===== config.mk =====
export PLATFORM = sky130hd
export DESIGN_NAME = fetch_stage
export DESIGN_NICKNAME = d
export VERILOG_FILES = /design/src/rtl/pipeline_pkg.sv /design/src/rtl/fetch_stage_skid_buffer.sv /design/src/rtl/fetch_stage.sv
export SDC_FILE = /design/constraint.sdc
export NUM_CORES = 1
export LEC_CHECK = 0
export CORE_UTILIZATION = 35
export DETAILED_ROUTE_END_ITERATION = 12
export DONT_BUFFER_PORTS = 1
export SLEW_MARGIN = 20
export SYNTH_ARGS = -nofsm -noshare
export SYNTH_HDL_FRONTEND = slang
export SYNTH_HIERARCHICAL = 1
export SYNTH_SLANG_ARGS = --single-unit
export TNS_END_PERCENT = 50

===== constraint.sdc =====
create_clock -name clk -period 3.7 [get_ports clk]
set_input_delay 0.37 -clock clk [delete_from_list [all_inputs] [get_ports clk]]
set_output_delay 0.37 -clock clk [all_outputs]
set_load 0.01 [all_outputs]

===== src/rtl/pipeline_pkg.sv =====
// Shared pipeline types and constants.
// Imported by fetch and decode.
package pipeline_pkg;

  localparam logic [31:0] PC_STEP   = 32'd4;
  localparam logic [31:0] NOP_INSTR = 32'd0;

  typedef struct packed {
    logic        valid;
    logic [31:0] instr;
    logic [31:0] pc;
    logic [31:0] pc4;
  } if_id_t;

  function automatic logic [31:0] pc_next(
    input logic [31:0] pc
  );
    return pc + PC_STEP;
  endfunction

endpackage


===== src/rtl/fetch_stage_skid_buffer.sv =====
// One-entry data+valid holding register.
// Load, drain and clear; clear wins.
module skid_buffer #(
  parameter int unsigned W = 64
) (
  input  logic         i_clk,
  input  logic         i_rst,
  input  logic         i_clear,
  input  logic         i_load,
  input  logic         i_drain,
  input  logic [W-1:0] i_data,
  output logic         o_valid,
  output logic [W-1:0] o_data
);

  logic         r_valid;
  logic [W-1:0] r_data;

  // valid flag: set on load, dropped on drain or clear
  always_ff @(posedge i_clk) begin
    if (i_rst || i_clear) begin
      r_valid <= 1'b0;
    end else if (i_load) begin
      r_valid <= 1'b1;
    end else if (i_drain) begin
      r_valid <= 1'b0;
    end
  end

  // payload captured whenever a load is requested
  always_ff @(posedge i_clk) begin
    if (i_rst) begin
      r_data <= '0;
    end else if (i_load) begin
      r_data <= i_data;
    end
  end

  assign o_valid = r_valid;
  assign o_data  = r_data;

endmodule


===== src/rtl/fetch_stage.sv =====
// Instruction fetch: issue, align, skid, squash.
// Presents the IF/ID register to decode.
module fetch_stage
  import pipeline_pkg::*;
#(
  parameter int unsigned SQUASH_DEPTH = 1,
  parameter logic [31:0] RESET_PC     = 32'd0
) (
  input  logic        clk,
  input  logic        rst,
  input  logic [31:0] pc_in,
  output logic [31:0] imem_addr,
  output logic        imem_rd,
  input  logic [31:0] imem_data,
  input  logic        stall,
  input  logic        flush,
  output logic        if_valid,
  output logic [31:0] if_instr,
  output logic [31:0] if_pc,
  output logic [31:0] if_pc4
);

  localparam int SW =
    (SQUASH_DEPTH < 1) ? 1 : $clog2(SQUASH_DEPTH + 1);
  localparam logic [SW-1:0] SQ_LOAD = SW'(SQUASH_DEPTH);

  logic          r_req_valid;
  logic [31:0]   r_req_pc;
  logic [SW-1:0] r_squash;
  if_id_t        r_ifid;

  logic          w_rd;
  logic          w_skid_valid;
  logic          w_skid_load;
  logic          w_skid_drain;
  logic [63:0]   w_skid_data;
  logic [31:0]   w_skid_instr;
  logic [31:0]   w_skid_pc;

  assign w_rd      = !rst && !stall && !w_skid_valid;
  assign imem_rd   = w_rd;
  assign imem_addr = pc_in;

  assign w_skid_load  = !flush && stall && r_req_valid;
  assign w_skid_drain = !flush && !stall && w_skid_valid;
  assign w_skid_instr = w_skid_data[63:32];
  assign w_skid_pc    = w_skid_data[31:0];

  skid_buffer #(.W(64)) u_skid (
    .i_clk   (clk),
    .i_rst   (rst),
    .i_clear (flush),
    .i_load  (w_skid_load),
    .i_drain (w_skid_drain),
    .i_data  ({imem_data, r_req_pc}),
    .o_valid (w_skid_valid),
    .o_data  (w_skid_data)
  );

  // in-flight request: pc and whether its data is kept
  always_ff @(posedge clk) begin
    if (rst) begin
      r_req_valid <= 1'b0;
      r_req_pc    <= RESET_PC;
    end else begin
      r_req_valid <= w_rd && !flush && (r_squash == '0);
      if (w_rd) begin
        r_req_pc <= pc_in;
      end
    end
  end

  // squash counter covers the redirect latency
  always_ff @(posedge clk) begin
    if (rst) begin
      r_squash <= '0;
    end else if (flush) begin
      r_squash <= SQ_LOAD;
    end else if (w_rd && (r_squash != '0)) begin
      r_squash <= r_squash - 1'b1;
    end
  end

  // IF/ID register: skid first, then fresh data
  always_ff @(posedge clk) begin
    if (rst) begin
      r_ifid <= '{1'b0, NOP_INSTR, RESET_PC,
                  pc_next(RESET_PC)};
    end else if (flush) begin
      r_ifid.valid <= 1'b0;
    end else if (!stall) begin
      if (w_skid_valid) begin
        r_ifid <= '{1'b1, w_skid_instr, w_skid_pc,
                    pc_next(w_skid_pc)};
      end else if (r_req_valid) begin
        r_ifid <= '{1'b1, imem_data, r_req_pc,
                    pc_next(r_req_pc)};
      end else begin
        r_ifid.valid <= 1'b0;
      end
    end
  end

  assign if_valid = r_ifid.valid;
  assign if_instr = r_ifid.instr;
  assign if_pc    = r_ifid.pc;
  assign if_pc4   = r_ifid.pc4;

endmodule


==> flow_summary.ini, run 1 <==
[layout]
final_nets = 945
multi_input_area_um2 = 4040
final_cell_mix = 193 x dfxtp_1, 142 x nor2_1, 126 x mux2i_1, 118 x nand2_1, 58 x a211oi_1
area_growth_pct = 4.98
final_common_cell = dfxtp_1
layoutNonFillerInstCount = 1209
final_layout_size_suffix_gt1_share_pct = 6.55
nFillCells = 2537
antennaDiodeCount = 0
regArea_um2 = 3890

[setup_path]
max_stage_delay_ns = 0.64
critPathLaunchType = register
worstPathMaxFanout = 39
cp-end-kind = register
cpMaxStageDelayCell = dfxtp_4
critical_path.top_delay_family = compound AO/OA/AOI/OAI gates
cp.arrival_ns = 3.22
startpoint = u_skid/o_valid
cp.buffers_inverters = 0
cp_cell_sequence = mux2_2, ha_1, and4_1, o2111ai_1, nor3_1, and4_1, a311o_1
path_class = reg -> reg
crit_top_cell = and4_1
critPathRequiredTime_ns = 4.01
r2r-start = u_skid/o_valid

[routing]
wl_mm = 20.9
vias = 6215
ant_nets = 0
drt-vias-per-instance = 5.14
drc_errors = 0
dr.first_iter.drc_count = 412
drt-pass1-iter-count = 5
wl_per_cell_um = 17.3

[pwr]
combPwrFrac_pct = 3.8
p_int_mw = 3.18
seqPwrFrac_pct = 52.8
finalPower_mw = 4.11
total_switching_power_mw = 0.936
netSwitchingFraction_pct = 22.7
p_leak_nw = 2.78
pwr-share-clk_pct = 43.4
peakVddDrop_mv = 0.208
powerDensity_nw_per_um2 = 455

[synth]
yosysSeqAreaShare_pct = 45.1
async_flop_share_pct = 0
synth_area_leaders = dfxtp_1 45%, mux2i_1 15%, nor2_1 6.2%
postSynthAreaPerCell_um2 = 9.11
yosys_warnings = 6
synth_top_area_cell = dfxtp_1
synth_edf_count = 0
ys_ff_latch = 194
synth_cell_type_count = 58
synth_area_um2 = 8610
synthCells = 945
synth_top_area_share_pct = 45.1
syn-num-nets = 1014
synthFlopType = dfxtp_1

[clock_tree]
holdBufCountCts = 3
clockBufferDepth = 2
cts_sinks = 194
cts_root_buf = clkbuf_16
cts_tree = built
ctsHtreeMaxLevel = 4
cts_made_buffers = 17
clk_pin_slew_worst_paths_ns = 0.07
post_cts.repair.setup_buffers = 0
clk_latency_ns = 0.44
cts_resized = 0

[global_routing]
overflow = 0
antenna_found_initial = 0
grt_pass1_vias = 5942
grt_max_degree = 142
grt_usage_pct = 16.6
grt_pass1_wl_mm = 33.1

[sta]
fmax_mhz = 343
worst_slew_margin_rel_pct = 26.7
fin_crit_ns = 2.91
setup_tns_ns = 0
worst_slew_pin_slew_ns = 1.10
fin_crit_sh_pct = 78.7
finalClockSkew_ns = 0.0142
finalHoldViolCount = 0
slew_violations = 0
rsz0062_at_grt = no
hold-worst-slack_ns = 0.0305
setup_viol = 0

[min_path]
min-delay-start = rst
min_path_type = in -> reg

[placement]
dp_cells = 1176
hpwlAfterDp_mm = 13.6
place_congestion = 0.791
port_buffers = 0

[die]
die_w_um = 159
start_util_pct = 35.5
die_area_um2 = 25200
io_pins = 198
core_um2 = 24200
num_rows = 57
die_h_um = 159

[run_status]
status = finished clean

[flow_run]
maxCapViolations = 0
## state kept, by name (all words and copies together) (netlist names)
signal          cells
u_skid/o_data      64
if_instr           32
if_pc              32
r_req_pc           32
if_pc4             30
if_valid            1
r_req_valid         1
r_squash            1
u_skid/o_valid      1
## layout make-up
| type | count | area share [%] |
|---|---|---|
| inverter | 5 | 0.208 |
| clock inverter | 7 | 0.858 |
| tap | 324 | 4.49 |
| multi-input combinational | 643 | 44.6 |
| clock buffer | 21 | 5.33 |
| timing repair buffer | 15 | 1.47 |
| sequential | 194 | 43.0 |
## power by group through the flow
stage | sequential [mW] | combinational (mW) | clock, mW
final | 2.17 | 0.156 | 1.79
after global routing | 2.18 | 0.179 | 1.92
after global placement | 2.22 | 0.148 | 0
after floorplan | 2.20 | 0.178 | 0
after detailed placement | 2.22 | 0.149 | 0
after CTS | 2.17 | 0.158 | 1.84
## final timing paths
check	to	slack, ns	cells past startpoint
worst min register to register	r_req_valid	0.43	1
worst max-delay path	if_pc4[28]	0.79	7
worst min-delay path	if_pc[28]	0.03	1
worst max register to register	if_pc4[28]	0.79	7
## synthesized netlist by cell type (all sizes together), types with 2 or more instances
cell type / number
o22ai: 2
o21a: 3
nand3b: 8
nor2: 143
xor2: 13
clkbuf: 45
mux2i: 126
and3: 8
nand4: 7
mux2: 3
a21oi: 24
nor2b: 2
nand4b: 3
or3: 3
xnor2: 7
a211oi: 59
o2111ai: 4
nand3: 17
o211ai: 3
nor3b: 2
a22oi: 4
and4: 3
nor3: 9
nor4: 6
a311o: 2
nand2: 118
inv: 5
a211o: 2
buf: 58
a22o: 3
o21ai: 46
dfxtp: 194
## kinds of logic (layout without fill, tap and decap cells)
logic type | count (synthesis) | count (layout) | synth area share, %
compound gates | 160 | 160 | 12.3
xor+xnor | 20 | 20 | 2.03
fa+ha+maj | 1 | 1 | 0.145
buf+inv | 108 | 48 | 8.20
flops | 194 | 194 | 45.1
mux | 129 | 129 | 15.0
simple gates | 333 | 333 | 17.2
## per-layer routing
metal | track usage, % | wire length [um] | vias to the layer above
li1 | - | - | 3129
met1 | 21.1 | 9630 | 2903
met2 | 25.4 | 9180 | 153
met3 | 6.19 | 1690 | 30
met4 | 6.09 | 416 | 0
met5 | 0 | 0 | -
## through the flow
| step | worst slack, ns | cell area [um2] | util [%] |
|---|---|---|---|
| 2_1_floorplan | 0.466 | 8610 | - |
| 3_3_place_gp | 0.899 | 8430 | 34.8 |
| 3_5_place_dp | 0.836 | 8430 | 34.8 |
| 4_1_cts | 0.730 | 9020 | 37.2 |
| 5_1_grt | 0.611 | 9040 | 37.3 |
| 6_report | 0.788 | 9040 | 37.3 |
No activity file was read; power rests on OpenSTA's default activity.
==> inputs of run 2 (changes only) <==
ABC_AREA = 1   (was default)
clock period = 2.9 ns   (was 3.7 ns; I/O delays follow)
==> run 2 against run 1 <==
Clock power grew 27%; die area grew 2.2%; hold slack lost 0.019 ns; count of clock-buffer cells in the layout shrank 2; first-iteration DRC count grew 44%; sequential power grew 30%; core utilization grew 2.7 points; combinational power grew to 2.8 times the previous value; power grew 34%; critical path type is now reg -> out; critical endpoint is now imem_rd.
==> flow_summary.ini, run 2 <==
[pwr]
pwr-share-clk_pct = 41.1
combPwrFrac_pct = 7.8
seqPwrFrac_pct = 51.2
powerDensity_nw_per_um2 = 565
finalPower_mw = 5.52
peakVddDrop_mv = 0.270
p_leak_nw = 4.37
p_int_mw = 4.11
netSwitchingFraction_pct = 25.6
total_switching_power_mw = 1.41

[sta]
finalClockSkew_ns = 0.0102
fin_crit_ns = 2.39
fin_crit_sh_pct = 82.4
worst_slew_margin_rel_pct = 27.9
finalHoldViolCount = 0
rsz0062_at_grt = no
slew_violations = 0
worst_slew_pin_slew_ns = 1.08
fmax_mhz = 418
setup_viol = 0
setup_tns_ns = 0

[synth]
synth_edf_count = 0
synthCells = 1252
yosysMostFrequentCell = nand2_1
synth_area_um2 = 8800
synth_commonest_cells = 304 x nand2_1, 226 x nor2_1, 194 x dfxtp_1
synth_area_leaders = dfxtp_1 44%, nand2_1 13%, nor2_1 9.6%
ys_ff_latch = 194
synth_cell_type_count = 42
synth_top_area_share_pct = 44.1
yosysSeqAreaShare_pct = 44.1
synthFlopType = dfxtp_1
syn-num-nets = 1321
synth_top_area_cell = dfxtp_1
postSynthAreaPerCell_um2 = 7.03
async_flop_share_pct = 0
yosys_warnings = 6

[setup_path]
path_class = reg -> out
critPathRequiredTime_ns = 2.61
cp-end-kind = primary output
r2r_end = if_pc4[19]
crit_path_end = imem_rd
critical_path_depth = 5
cpMaxStageDelayCell = dfxtp_2
r2r-start = u_skid/o_valid
worstPathMaxFanout = 47
cp.buffers_inverters = 3
reg2reg_depth = 10
cp.arrival_ns = 2.10
critical_path.top_delay_family = buffers and inverters
max_stage_delay_ns = 0.48
startpoint = u_skid/o_valid
cp_cell_sequence = buf_4, nor2_1, nand2_2, buf_12, inv_1
ff2ff_setup_slack_ns = 0.53
critPathLaunchType = register

[routing]
dr.first_iter.drc_count = 595
ant_nets = 0
drt-vias-per-instance = 4.90
wl_per_cell_um = 15.6
vias = 7673
drc_errors = 0
drt-pass1-iter-count = 5
wl_mm = 24.4

[global_routing]
overflow = 0
grt_pass1_vias = 7098
grt_max_degree = 133
grt_usage_pct = 19.0
grt_pass1_wl_mm = 38.8
antenna_found_initial = 2

[clock_tree]
cts_sinks = 194
ctsHtreeMaxLevel = 4
cts_tree = built
clk_pin_slew_worst_paths_ns = 0.07
cts_made_buffers = 17
cts_resized = 0
clk_latency_ns = 0.43
cts_root_buf = clkbuf_16
clockBufferDepth = 2

[placement]
port_buffers = 0
place_congestion = 0.836
hpwlAfterDp_mm = 15.2

[layout]
final_layout_size_suffix_gt1_share_pct = 8.06
final_nets = 1299
final_common_cell = nand2_1
final_cell_mix = 303 x nand2_1, 226 x nor2_1, 193 x dfxtp_1, 148 x o21ai_0, 82 x inv_1
nFillCells = 2555
area_growth_pct = 11.1
largest_reg_flops = 64
regArea_um2 = 3880
multi_input_area_um2 = 3890

[die]
die_h_um = 161
num_rows = 57
io_pins = 198
start_util_pct = 36.0
die_area_um2 = 25800
die_w_um = 161
core_um2 = 24500

[flow_run]
maxCapViolations = 0

[min_path]
min_path_type = in -> reg

[run_status]
status = finished clean
run 2: power by group through the flow:
| stage | logic (mW) | clock network (mW) | registers (mW) |
|---|---|---|---|
| CTS | 0.427 | 2.32 | 2.82 |
| global placement | 0.349 | 0 | 2.89 |
| finish | 0.429 | 2.27 | 2.82 |
| global route | 0.483 | 2.45 | 2.83 |
| floorplan | 0.327 | 0 | 2.86 |
| detailed placement | 0.352 | 0 | 2.89 |
run 2: worst min path at each step:
stage / startpoint / to / cells after the start
after floorplan: flush / if_valid / 1
after global placement: flush / if_valid / 1
after detailed placement: flush / if_valid / 1
after CTS: imem_data[2] / u_skid/o_data[34] / 2
after global routing: imem_data[7] / u_skid/o_data[39] / 2
final: pc_in[3] / r_req_pc[3] / 2
run 2: per-stage QoR:
step / util, % / hold WS [ns] / std cells / setup slack [ns] / area (um2)
global placement: 35.2 / 0.369 / 1474 / 0.669 / 8620
global route: 40.0 / -0.000205 / 1566 / 0.303 / 9780
finish: 40.0 / 0.0118 / 1566 / 0.510 / 9780
detailed placement: 35.2 / 0.370 / 1474 / 0.555 / 8620
CTS: 39.8 / 0.000107 / 1562 / 0.475 / 9750
floorplan: - / 0.363 / 1252 / 1.15 / 8800
run 2: worst register-to-register path, stage by stage, from the launching register on:
cell	delay [ns]
dfxtp_2	0.40
inv_8	0.34
nand2_1	0.10
nand2_1	0.14
nor2_4	0.06
inv_2	0.73
nor2_1	0.17
nand3_1	0.14
nand3_1	0.08
nand2_1	0.06
inv_1	0.05
run 2: what timing repair did:
item	4_1_cts	5_1_grt
setup buffers	0	0
endpoints found under the hold margin	75	3
endpoints found under the setup margin	0	0
hold buffers	58	3
run 2: routing by layer:
| layer | share of wire, % | up-vias | global-route usage [%] |
|---|---|---|---|
| met1 | 46 | 3487 | 25.5 |
| met4 | 2.1 | 2 | 6.23 |
| met5 | 0.070 | - | 0 |
| met3 | 6.7 | 34 | 4.29 |
| met2 | 45 | 251 | 30.0 |
| li1 | - | 3899 | - |
run 2: kinds of logic after synthesis:
logic type | count (synthesis) | synth area share (%)
AO/OA/AOI/OAI | 223 | 13.8
adder cells (fa/ha/maj) | 1 | 0.142
XOR/XNOR | 1 | 0.0995
AND/OR/NAND/NOR | 634 | 30.0
buffers and inverters | 198 | 11.7
flip-flops | 194 | 44.1
multiplexers | 1 | 0.114
run 2: layout make-up:
cell class	instances	share of cell area (%)
sequential	194	39.7
inverter	89	3.52
timing repair buffer	68	7.17
clock buffer	19	4.53
tap	324	4.15
antenna	1	0.0256
multi-input combinational	860	39.8
clock inverter	11	1.07
